==> src/rtl/parity_accumulator.sv <==
// Streaming even/odd parity generator/checker: per-lane and whole-frame parity
// accumulated over multi-beat frames, result presented through a valid/ready handshake.
module parity_accumulator #(
    parameter int WIDTH = 32,
    parameter int LANES = 4,
    parameter int CNT_W = 8
) (
    input  logic             clk,
    input  logic             reset,
    input  logic             odd_mode,
    input  logic             in_valid,
    output logic             in_ready,
    input  logic [WIDTH-1:0] in_data,
    input  logic             in_last,
    input  logic             in_exp_par,
    output logic             out_valid,
    input  logic             out_ready,
    output logic             out_par,
    output logic [LANES-1:0] out_lane_par,
    output logic [CNT_W-1:0] out_beats,
    output logic             out_err,
    output logic             out_ovf
);
    localparam int LW = WIDTH / LANES;

    typedef enum logic {S_ACC, S_DONE} state_t;

    state_t           state_q;
    logic [LANES-1:0] acc_q;
    logic [CNT_W-1:0] cnt_q;
    logic             first_q;
    logic             mode_q;
    logic             ovf_q;

    logic             par_q;
    logic [LANES-1:0] lane_par_q;
    logic [CNT_W-1:0] beats_q;
    logic             err_q;
    logic             ovf_out_q;

    logic [LANES-1:0] lane_x;
    logic [LANES-1:0] acc_d;
    logic [CNT_W-1:0] cnt_d;
    logic             ovf_d;
    logic             mode_eff;
    logic             par_d;
    logic             accept;

    assign in_ready  = (state_q == S_ACC);
    assign out_valid = (state_q == S_DONE);

    always_comb begin
        lane_x = '0;
        for (int i = 0; i < LANES; i++) begin
            lane_x[i] = ^in_data[i*LW +: LW];
        end
    end

    // Next-state values for an accepted beat; the counter saturates at all-ones.
    always_comb begin
        accept   = in_valid && (state_q == S_ACC);
        acc_d    = acc_q ^ lane_x;
        mode_eff = first_q ? odd_mode : mode_q;
        cnt_d    = (&cnt_q) ? cnt_q : cnt_q + {{(CNT_W-1){1'b0}}, 1'b1};
        ovf_d    = ovf_q | (&cnt_q);
        par_d    = (^acc_d) ^ mode_eff;
    end

    always_ff @(posedge clk or negedge reset) begin
        if (!reset) begin
            state_q    <= S_ACC;
            acc_q      <= '0;
            cnt_q      <= '0;
            first_q    <= 1'b1;
            mode_q     <= 1'b0;
            ovf_q      <= 1'b0;
            par_q      <= 1'b0;
            lane_par_q <= '0;
            beats_q    <= '0;
            err_q      <= 1'b0;
            ovf_out_q  <= 1'b0;
        end else begin
            case (state_q)
                S_ACC: begin
                    if (accept) begin
                        acc_q   <= acc_d;
                        cnt_q   <= cnt_d;
                        ovf_q   <= ovf_d;
                        first_q <= 1'b0;
                        if (first_q) mode_q <= odd_mode;
                        if (in_last) begin
                            par_q      <= par_d;
                            lane_par_q <= acc_d ^ {LANES{mode_eff}};
                            beats_q    <= cnt_d;
                            err_q      <= par_d != in_exp_par;
                            ovf_out_q  <= ovf_d;
                            state_q    <= S_DONE;
                        end
                    end
                end
                S_DONE: begin
                    // Result registers keep their value; only the accumulation state is cleared.
                    if (out_ready) begin
                        acc_q   <= '0;
                        cnt_q   <= '0;
                        ovf_q   <= 1'b0;
                        first_q <= 1'b1;
                        state_q <= S_ACC;
                    end
                end
                default: state_q <= S_ACC;
            endcase
        end
    end

    assign out_par      = par_q;
    assign out_lane_par = lane_par_q;
    assign out_beats    = beats_q;
    assign out_err      = err_q;
    assign out_ovf      = ovf_out_q;
endmodule

==> config.mk <==
export PLATFORM = sky130hd
export DESIGN_NAME = parity_accumulator
export DESIGN_NICKNAME = d
export VERILOG_FILES = /design/src/rtl/parity_accumulator.sv
export SDC_FILE = /design/constraint.sdc
export NUM_CORES = 1
export LEC_CHECK = 0
export CAP_MARGIN = 40
export CORE_MARGIN = 1.5
export CORE_UTILIZATION = 33
export CTS_CLUSTER_SIZE = 12
export DETAILED_ROUTE_END_ITERATION = 16
export PLACE_DENSITY = 0.62
export SKIP_CTS_REPAIR_TIMING = 1
export SLEW_MARGIN = 20
export SYNTH_ARGS = -nofsm -noshare
export SYNTH_HDL_FRONTEND = slang
export SYNTH_SLANG_ARGS = --single-unit
export TNS_END_PERCENT = 10
==> constraint.sdc <==
create_clock -name clk -period 3 [get_ports clk]
set_input_delay 0.75 -clock clk [delete_from_list [all_inputs] [get_ports clk]]
set_output_delay 0.75 -clock clk [all_outputs]
set_load 0.02 [all_outputs]
==> reports/qor.txt <==
status -> complete, no violations
n_diodes -> 0
Post-synth EDFFs -> 0
final HPWL from detailed placement -> 2900 um
final slew viol count -> 0
Syn Nets -> 217
power share of the clock group -> 15.8%
WP data arrival -> 2.78 ns
worst-path cell chain -> clkdlybuf4s50_1 > xor2_1 > xnor3_2 > xnor2_4 > xnor2_2 > xnor3_1 > o21ai_1
row cnt -> 26
TritonCTS clock tree -> built
Mapped Area -> 0.00183 mm2
Synth async-reset ratio -> 100%
htree depth -> 2
fin util -> 49.2%
gr usage total -> 13.5%
Worst Tran Pin Value -> 0.680 ns
RSZ-0062 raised after global routing -> no
Initial Util -> 35.0%
fraction of layout cells with a size suffix above 1 -> 9.21%
detailed-route wire length -> 3560 um
Seq/Total Area, Yosys -> 42.4%
GP Congestion -> 0.806
area of the multi-input gates -> 0.00102 mm2
core area -> 0.00524 mm2
critical path peak fanout -> 3
CP top delay family -> XOR/XNOR gates
final net count -> 278
Clock transition at path regs -> 0.06 ns
pwr/cell area -> 798 mW/mm2
Yosys top cell by area -> dfrtp_1
chip width -> 77.5 um
grt ovf -> 0
routed vias -> 1413
fmax -> 388 MHz
Final TNS setup -> 0 ns
final worst path period need -> 2.58 ns
CTS buffer count -> 5
Root Buffer -> clkbuf_8
Most used DFF post-synth -> dfrtp_1
Bufs and invs on worst path -> 1
Die ar. -> 0.00601 mm2
synth unique cells -> 29
Synth Area per Inst -> 10.3 um2
worst skew pair latency -> 0.27 ns
Hold WC Path Type -> flip-flop to flip-flop
Worst Setup Path Type -> input port to flip-flop
crit-path max cell delay -> 0.48 ns
Hold Crit Start -> out_lane_par[0]$_DFFE_PN0P_
DRC errors left -> 0
Crit-path slowest cell -> clkdlybuf4s50_1
part of the power in registers -> 30.9%
initial detailed-routing violation count -> 72
Clock Sink Count -> 31
sw power -> 0.000697 W
Ports -> 56
Die H -> 77.5 um
required time of the critical path -> 3.20 ns
first-pass GRT wire length -> 6400 um
endpoints failing setup -> 0
Avg WL per Cell -> 11.5 um
IO buf count -> 55
startpoint types -> input port
Clock Tree Buf Depth -> 2
Tcrit/Tclk final -> 86.0%
Layout area overhead -> 40.6%
top cell type's share of synthesized area -> 41.0%
final hold vios -> 0
most common cell in the netlist -> dfrtp_1
FF+latch area -> 777 um2
drt via density -> 4.57
synth top area cells -> dfrtp_1 (41%), xnor2_1 (11%), o21ai_0 (6.8%)
Static Leak -> 1.09 nW
Max-Cap Viols -> 0
final antenna-violating net count -> 0
largest net degree at the start of global routing -> 32
Critical path origin -> in_data[22]
worst vdd ir -> 0.375 mV
DR pass1 iterations -> 4
filler cell count -> 482
Synthesis Warnings -> 0
FF-to-FF Start -> acc_q[2]$_DFFE_PN0P_
sw frac -> 33.9%
Gate power share -> 53.3%
Worst setup EP type -> flip-flop
synthesized flop and latch total -> 31
final clock skew -> 0.00630 ns
Final Power -> 0.00205 W
post-synthesis cell count -> 177
vias in the first global route -> 1404
antenna violations before repair -> 0
Post-synth top cells -> dfrtp_1 (30), nand2_1 (28), o21ai_0 (25), xnor2_1 (22), xor2_1 (9)
Int Power -> 0.00136 W
Slew headroom -> 54.2%
[power by group through the flow]
stage / logic, W / registers (W) / clock network, W
after floorplan: 0.000727 / 0.000704 / 0
after global placement: 0.00108 / 0.000640 / 0
after detailed placement: 0.00111 / 0.000644 / 0
after CTS: 0.00111 / 0.000636 / 0.000337
after global routing: 0.00119 / 0.000653 / 0.000358
final: 0.00109 / 0.000635 / 0.000325
[through the flow]
| stage | worst slack, ns | instance area, um2 | cells | hold WS (ns) |
|---|---|---|---|---|
| 6_report | 0.420 | 2580 | 309 | 0.480 |
| 5_1_grt | 0.384 | 2580 | 309 | 0.512 |
| 4_1_cts | 0.405 | 2580 | 309 | 0.483 |
| 3_5_place_dp | 0.125 | 2480 | 301 | 0.470 |
| 3_3_place_gp | 0.158 | 2480 | 301 | 0.460 |
| 2_1_floorplan | 0.698 | 1830 | 177 | 0.454 |
[cell families after synthesis]
family                     after synthesis  synth area share, %
DFF                                     31                 42.4
buffers and inverters                    9                 1.84
adders and majority gates                1                0.683
AOI/OAI and AO/OA                       40                 11.7
muxes                                    7                 4.10
and+or+nand+nor                         47                 11.2
xor gates and xnor gates                42                 28.0
[final timing paths]
check | to | slack [ns] | cells after the start
max | out_err$_DFFE_PN0P_ | 0.42 | 7
max reg2reg | out_err$_DFFE_PN0P_ | 0.99 | 6
min in group asynchronous | acc_q[2]$_DFFE_PN0P_ | 0.86 | 2
min reg2reg | out_lane_par[0]$_DFFE_PN0P_ | 0.48 | 2
max in group asynchronous | first_q$_DFFE_PN1P_ | 1.83 | 2
min | out_lane_par[0]$_DFFE_PN0P_ | 0.48 | 2
[state kept, by name, indices dropped and copies added (netlist names)]
| name | flops |
|---|---|
| out_beats | 8 |
| acc_q | 4 |
| out_ovf | 1 |
| out_par | 1 |
| out_valid | 1 |
| out_lane_par | 4 |
| ovf_q | 1 |
| mode_q | 1 |
| first_q | 1 |
| out_err | 1 |
| cnt_q | 8 |
[per-layer routing]
layer	track usage, %	part of all wire (%)	up-vias
li1	-	-	719
met3	3.88	5.4	5
met4	3.27	0.62	0
met5	0	0	-
met2	21.2	46	42
met1	18.4	48	647
[layout make-up]
type	instances	share of cell area, %
clock buffers	7	3.35
repair buffers	60	22.8
inverters	3	0.437
flip-flops and latches	31	30.2
multi-input cells	137	39.6
well taps	70	3.40
clock inverters	1	0.194
[layout by cell type, fill, tap and decap left out]
| cell type | n |
|---|---|
| a22o_1 | 2 |
| a21oi_1 | 5 |
| xnor3_2 | 2 |
| nor2b_1 | 1 |
| nand3_1 | 5 |
| xor2_1 | 9 |
| o21ai_0 | 25 |
| nor2_1 | 5 |
| nand2b_1 | 2 |
| xnor2_2 | 3 |
| dfrtp_1 | 30 |
| mux2i_2 | 1 |
| o22ai_1 | 2 |
| clkdlybuf4s50_1 | 55 |
| and3_1 | 4 |
| clkbuf_1 | 1 |
| a211oi_1 | 1 |
| inv_1 | 3 |
| xnor2_1 | 22 |
| xnor3_1 | 4 |
| buf_4 | 5 |
| mux2_2 | 1 |
| nand2_1 | 28 |
| nor3b_1 | 1 |
| clkinv_2 | 1 |
| nor3_1 | 1 |
| dfstp_2 | 1 |
| ha_1 | 1 |
| xnor2_4 | 2 |
| clkbuf_8 | 6 |
| mux2i_1 | 5 |
| o21ai_1 | 4 |
| a21boi_1 | 1 |
[worst reg2reg max path: cells and delay by family, from the launching register on]
family	cells	cell delay [ns]
xor+xnor	5	1.44
flops	1	0.39
compound gates	1	0.11
Power figures use the tool's default switching activity.
